==> src/rtl/demultiplekser_if.sv <==
// Bus bundle for the 1-to-9 demultiplexer: write-side controls in, holding registers and status out.
interface demultiplekser_if #(
    parameter int WIDTH = 16
);
    logic [WIDTH-1:0] iD;
    logic [3:0]       iSEL;
    logic             iWE;
    logic             iAUTO;
    logic             iCLR;
    logic [WIDTH-1:0] oQ0, oQ1, oQ2, oQ3, oQ4, oQ5, oQ6, oQ7, oQ8;
    logic [8:0]       oSTB;
    logic [3:0]       oPTR;
    logic             oERR;

    modport master (
        output iD, iSEL, iWE, iAUTO, iCLR,
        input  oQ0, oQ1, oQ2, oQ3, oQ4, oQ5, oQ6, oQ7, oQ8, oSTB, oPTR, oERR
    );

    modport slave (
        input  iD, iSEL, iWE, iAUTO, iCLR,
        output oQ0, oQ1, oQ2, oQ3, oQ4, oQ5, oQ6, oQ7, oQ8, oSTB, oPTR, oERR
    );
endinterface

==> src/rtl/demultiplekser.sv <==
// 1-to-9 demultiplexer with registered outputs; destination from iSEL (manual) or a
// round-robin pointer (auto), one-hot write strobe and a sticky out-of-range error flag.
module demultiplekser #(
    parameter int WIDTH = 16
) (
    input  logic            iCLK,
    input  logic            iRST,
    demultiplekser_if.slave bus
);
    logic [WIDTH-1:0] data_q [9];
    logic [WIDTH-1:0] data_d [9];
    logic [8:0]       stb_q, stb_d;
    logic [3:0]       ptr_q, ptr_d;
    logic             err_q, err_d;

    logic [3:0]       ep;
    logic [3:0]       tgt;
    logic             accept;

    always_comb begin
        // iCLR zeroes the pointer seen this cycle, so a colliding auto write lands in channel 0
        ep     = bus.iCLR ? 4'd0 : ptr_q;
        tgt    = bus.iAUTO ? ep : bus.iSEL;
        accept = bus.iWE && (tgt <= 4'd8);

        for (int k = 0; k < 9; k++) begin
            data_d[k] = data_q[k];
            if (accept && (tgt == 4'(k))) begin
                data_d[k] = bus.iD;
            end
        end

        stb_d = accept ? (9'd1 << tgt) : 9'd0;

        ptr_d = ptr_q;
        if (bus.iAUTO && accept) begin
            ptr_d = (ep == 4'd8) ? 4'd0 : ep + 4'd1;
        end else if (bus.iCLR) begin
            ptr_d = 4'd0;
        end

        err_d = err_q | (!bus.iAUTO && bus.iWE && (bus.iSEL > 4'd8));
    end

    always_ff @(posedge iCLK) begin
        if (iRST) begin
            for (int k = 0; k < 9; k++) begin
                data_q[k] <= '0;
            end
            stb_q <= '0;
            ptr_q <= '0;
            err_q <= 1'b0;
        end else begin
            for (int k = 0; k < 9; k++) begin
                data_q[k] <= data_d[k];
            end
            stb_q <= stb_d;
            ptr_q <= ptr_d;
            err_q <= err_d;
        end
    end

    assign bus.oQ0  = data_q[0];
    assign bus.oQ1  = data_q[1];
    assign bus.oQ2  = data_q[2];
    assign bus.oQ3  = data_q[3];
    assign bus.oQ4  = data_q[4];
    assign bus.oQ5  = data_q[5];
    assign bus.oQ6  = data_q[6];
    assign bus.oQ7  = data_q[7];
    assign bus.oQ8  = data_q[8];
    assign bus.oSTB = stb_q;
    assign bus.oPTR = ptr_q;
    assign bus.oERR = err_q;
endmodule

==> src/flat_wrapper.sv <==
// flat-port wrapper written by rule: the top's interface ports become plain ports
module demultiplekser_flat 
#(
    parameter int WIDTH = 16
)
  (iCLK, iRST, bus_iD, bus_iSEL, bus_iWE, bus_iAUTO, bus_iCLR, bus_oQ0, bus_oQ1, bus_oQ2, bus_oQ3, bus_oQ4, bus_oQ5, bus_oQ6, bus_oQ7, bus_oQ8, bus_oSTB, bus_oPTR, bus_oERR);
  demultiplekser_if #(.WIDTH(WIDTH)) bus_i ();
  input  logic iCLK;
  input  logic iRST;
  input wire logic [$bits(bus_i.iD)-1:0] bus_iD;
  input wire logic [$bits(bus_i.iSEL)-1:0] bus_iSEL;
  input wire logic [$bits(bus_i.iWE)-1:0] bus_iWE;
  input wire logic [$bits(bus_i.iAUTO)-1:0] bus_iAUTO;
  input wire logic [$bits(bus_i.iCLR)-1:0] bus_iCLR;
  output wire logic [$bits(bus_i.oQ0)-1:0] bus_oQ0;
  output wire logic [$bits(bus_i.oQ1)-1:0] bus_oQ1;
  output wire logic [$bits(bus_i.oQ2)-1:0] bus_oQ2;
  output wire logic [$bits(bus_i.oQ3)-1:0] bus_oQ3;
  output wire logic [$bits(bus_i.oQ4)-1:0] bus_oQ4;
  output wire logic [$bits(bus_i.oQ5)-1:0] bus_oQ5;
  output wire logic [$bits(bus_i.oQ6)-1:0] bus_oQ6;
  output wire logic [$bits(bus_i.oQ7)-1:0] bus_oQ7;
  output wire logic [$bits(bus_i.oQ8)-1:0] bus_oQ8;
  output wire logic [$bits(bus_i.oSTB)-1:0] bus_oSTB;
  output wire logic [$bits(bus_i.oPTR)-1:0] bus_oPTR;
  output wire logic [$bits(bus_i.oERR)-1:0] bus_oERR;
  assign bus_i.iD = bus_iD;
  assign bus_i.iSEL = bus_iSEL;
  assign bus_i.iWE = bus_iWE;
  assign bus_i.iAUTO = bus_iAUTO;
  assign bus_i.iCLR = bus_iCLR;
  assign bus_oQ0 = bus_i.oQ0;
  assign bus_oQ1 = bus_i.oQ1;
  assign bus_oQ2 = bus_i.oQ2;
  assign bus_oQ3 = bus_i.oQ3;
  assign bus_oQ4 = bus_i.oQ4;
  assign bus_oQ5 = bus_i.oQ5;
  assign bus_oQ6 = bus_i.oQ6;
  assign bus_oQ7 = bus_i.oQ7;
  assign bus_oQ8 = bus_i.oQ8;
  assign bus_oSTB = bus_i.oSTB;
  assign bus_oPTR = bus_i.oPTR;
  assign bus_oERR = bus_i.oERR;
  demultiplekser #(.WIDTH(WIDTH)) u_core (.iCLK(iCLK), .iRST(iRST), .bus(bus_i));
endmodule
==> config.mk <==
export PLATFORM = sky130hd
export DESIGN_NAME = demultiplekser_flat
export DESIGN_NICKNAME = d
export VERILOG_FILES = /design/src/rtl/demultiplekser_if.sv /design/src/rtl/demultiplekser.sv /design/src/flat_wrapper.sv
export SDC_FILE = /design/constraint.sdc
export NUM_CORES = 1
export LEC_CHECK = 0
export BUFFER_PORTS_ARGS = -buffer_cell sky130_fd_sc_hd__buf_2
export CAP_MARGIN = 30
export CELL_PAD_IN_SITES_DETAIL_PLACEMENT = 0
export CELL_PAD_IN_SITES_GLOBAL_PLACEMENT = 2
export CORE_MARGIN = 2
export CORE_UTILIZATION = 28
export CTS_CLUSTER_SIZE = 25
export DETAILED_ROUTE_END_ITERATION = 16
export PLACE_DENSITY = 0.74
export SLEW_MARGIN = 20
export SYNTH_ARGS = -nofsm -noshare
export SYNTH_HDL_FRONTEND = slang
export SYNTH_SLANG_ARGS = --single-unit
export TNS_END_PERCENT = 100
==> constraint.sdc <==
create_clock -name iCLK -period 1.7 [get_ports iCLK]
set_input_delay 0.085 -clock iCLK [delete_from_list [all_inputs] [get_ports iCLK]]
set_output_delay 0.085 -clock iCLK [all_outputs]
set_load 0.03 [all_outputs]
==> results summary <==
The run finished with clean final reports. Setup repair after global routing could not meet its margin everywhere. The floorplan step defined a core boundary enclosing around 23000 µm². The share of the Yosys chip area taken by registers is 0.496. Synthesis produced a netlist whose cell count is about 660.

The average instance in the mapped netlist occupies ~9.6 µm². The post-detailed-placement half-perimeter wirelength is about 14000 µm. The post-place instance area is 7730 µm². The worst min-delay path startpoint is bus_iWE. The number of levels the H-tree was split into came out at 4. sky130_fd_sc_hd__dfxtp_1 is the most common cell in the netlist.

The detailed router's first-iteration violation count came out at 243. The overall routed net length came out at around 21000 µm. The via count is ~5200. Counting distinct cell types in the post-synthesis netlist gives 43. The highest-utilization routing layer at the global route stage is met2.

The number of diodes is 0. The initial antenna violation count came out at 0. The cell area after technology mapping came out at between 6000 and 7000 µm².

Port buffering added between 150 and 200 buffers. The worst register-to-register path begins at u_core.bus.oPTR[0]$_SDFF_PP0_. The via-per-instance ratio came out at between 4 and 5. The async set or reset register ratio after synthesis is 0. The post-synthesis register bit count is about 160.

After detailed routing, the number of remaining DRC violations is 0. The net count of the finished layout is just under 900. The arrival time reported for the critical path endpoint came out at between 1.5 and 2 ns.

The clock latency on the worst-skew pair came out at between 0.4 and 0.5 ns. The worst setup path is captured at a register. The die height came out at between 150 and 200 µm. Derived from the worst setup path, the maximum achievable clock frequency is between 0.6 and 0.7 GHz. The met3 demand-to-capacity share in global routing came out at 0.0535. Measured on the finished design, the core utilization comes to 0.372. The path class of the tightest hold or removal check is in -> reg. The critical path required time came out at 1.98 ns. sky130_fd_sc_hd__dfxtp_1 takes more of the synthesized area than any other cell. The reg-to-reg setup timing slack is a little under 0.04 ns. The die is between 150 and 200 µm wide.

In this run the count of I/O pins placed on the die edge is ~180. The smallest clock period supported by the final layout is computed as approximately 1.7 ns. The count of nets left with antenna violations once routing finished came out at 0. The root buffer cell chosen for the clock tree is sky130_fd_sc_hd__clkbuf_16. The critical path starts at u_core.bus.oPTR[0]$_SDFF_PP0_. The leakage power summed over all cells is 4.12 nW. Before antenna repair, the detailed router went through 4 iterations. For this run, the leading register cell type out of synthesis is sky130_fd_sc_hd__dfxtp_1. Between clock sinks in the finished design, the worst skew comes to 0.00839 ns.

The peak fanout along the critical path is 16. Entering global routing, the biggest net connects 63 pins. Dividing the detail-routed wire length by the instance count gives around 19 µm. The final instance area is around 8400 µm². The starting utilization of the core area is 0.284. In the global route stage, met2 resource usage came out at 0.286.

The net count of the mapped netlist is 691. Ranked by instance count, the synthesized netlist is headed by 158 x sky130_fd_sc_hd__dfxtp_1, 129 x sky130_fd_sc_hd__o21ai_0, 102 x sky130_fd_sc_hd__nand2b_1. By startpoint and endpoint, the worst setup path is classified as reg -> reg. The number of buffers inserted during clock tree synthesis is 17. The endpoint identified for the worst register-to-register timing path is u_core.data_q[0][27]$_SDFFE_PP0P_. The share of post-route cells with drive strength above 1 is 0.319. The number of rows in the core area is 55. The critical path ends at u_core.data_q[0][27]$_SDFFE_PP0P_. Sorting the synthesized cells by area gives the leading types as sky130_fd_sc_hd__dfxtp_1 50%, sky130_fd_sc_hd__mux2i_1 13%, sky130_fd_sc_hd__o21ai_0 10%, sky130_fd_sc_hd__nand2b_1 10%, sky130_fd_sc_hd__nor2b_1 6.4%. The all-layer global routing usage is 0.174. STA classifies the critical path startpoint as a register. The hold violation total from the final report is 0. The final period utilization came out at 0.977. The die area came out at between 20000 and 25000 µm². The first global-routing pass estimated approximately 31000 µm of wire. TritonCTS built the clock tree.

The layout-stage area growth over the synthesis result came out at 31.3%. The worst slew margin relative to its limit came out at 0.571. The area share of the largest cell type after synthesis is 0.496. The final weighted congestion of routability-driven global placement is 0.761. Across the run, the number of max-cap violations was 0. For this run, the number of Yosys warnings is 0. The number of setup violations in the final report is 0. The max-slew violation total from the final report is 0. The routing usage on met1 came out at 0.223. The number of flops mapped to enable cells by yosys is 0. The cell area power density is roughly 1000 nW/µm². Summed over all layers, the global routing overflow is 0. The largest buffer count on any clock path is 2. The transition time of the tightest slew-check pin is 0.643 ns. The worst-case IR drop observed on VDD is 549 µV. The number of clock sinks seen by CTS came out at 158. The number of cells on the worst reg-to-reg path is 6. The clock-pin slew on the worst setup and hold paths came out at roughly 0.070 ns. The number of global-route vias before repair came out at between 5000 and 6000.
-- repair_timing --
action	in CTS	in global routing
hold buffers	1	0
resized for setup	2	9
endpoints found under the setup margin	16	27
pin swaps	0	1
setup buffers	0	2
hold endpoints to repair	1	0
-- flip-flops by register name, summed over array words and instances (netlist names) --
register         cells
u_core.bus.oERR      1
u_core.bus.oPTR      4
u_core.bus.oSTB      9
u_core.data_q      144
-- area by class of cell --
class                           count  area (µm²)
Clock inverter                     13         130
Inverter                            5        18.8
Clock buffer                       19         453
Sequential cell                   158        3170
Multi-Input combinational cell    435        2920
Timing Repair Buffer              225        1330
Tap cell                          285         357
Fill cell                        2324       14100
-- power breakdown --
group	leakage (nW)	switching [W]	internal (W)	total [W]
Combinational	2.57	0.000487	0.000255	0.000742
Clock	0.279	0.00168	0.00213	0.00381
Sequential	1.28	0.0000362	0.00377	0.00380
Total	4.12	0.00220	0.00615	0.00835
-- worst max-delay path, cell delays in order (launching register included) --
cell and delay, ns:
sky130_fd_sc_hd__dfxtp_4 0.37, sky130_fd_sc_hd__and2b_2 0.20, sky130_fd_sc_hd__inv_2 0.05, sky130_fd_sc_hd__o32a_1 0.39
sky130_fd_sc_hd__nand3b_4 0.20, sky130_fd_sc_hd__buf_12 0.17, sky130_fd_sc_hd__mux2i_1 0.12
-- kinds of logic (layout without fill, tap and decap cells) --
group	count (synthesis)	in the layout	synth area share
AO/OA/AOI/OAI	140	140	0.115
adder cells (fa/ha/maj)	2	2	0.00392
flip-flops	158	158	0.496
multiplexers	82	82	0.129
AND/OR/NAND/NOR	211	211	0.205
buffers and inverters	71	262	0.0516
-- layout by cell type, fill, tap and decap left out, drive strengths merged, types with 2 or more instances in the layout --
cell type  synthesis  routed
clkbuf            35      19
nand2b           102     102
mux2i             82      82
inv                5      10
clkinvlp           0       3
and3b              2       2
nor3               2       2
and2b              3       3
a21oi              2       2
clkinv             0       4
buf               31     224
ha                 2       2
nor2b             65      65
dfxtp            158     158
o21ai            129     129
nor2              19      19
nand3b             5       5
or2                4       4
nand2              3       3
-- worst min-delay path by stage --
stage / endpoint / cells past startpoint
3_3_place_gp: u_core.bus.oERR$_SDFF_PP0_ / 3
3_5_place_dp: u_core.bus.oERR$_SDFF_PP0_ / 3
4_1_cts: u_core.bus.oERR$_SDFF_PP0_ / 3
2_1_floorplan: u_core.bus.oERR$_SDFF_PP0_ / 2
6_report: u_core.bus.oERR$_SDFF_PP0_ / 3
5_1_grt: u_core.bus.oERR$_SDFF_PP0_ / 3
-- stage by stage --
step	std cells	hold slack (ns)	TNS, ns	worst slack [ns]	total power, W
3_3_place_gp	1105	0.401	-0.0708	-0.0248	0.00463
6_report	1140	0.0471	0	0.0384	0.00835
2_1_floorplan	664	0.286	-0.146	-0.0146	0.00432
3_5_place_dp	1105	0.409	-0.747	-0.0660	0.00463
4_1_cts	1138	0.0379	0	0.00824	0.00845
5_1_grt	1140	0.0723	-0.0459	-0.0244	0.00866
-- per-layer routing --
| metal | vias up | part of all wire |
|---|---|---|
| li1 | 2562 | - |
| met1 | 2481 | 0.45 |
| met2 | 147 | 0.47 |
| met3 | 14 | 0.067 |
| met4 | 0 | 0.013 |
| met5 | - | 0 |
No activity file was read; power rests on OpenSTA's default activity.
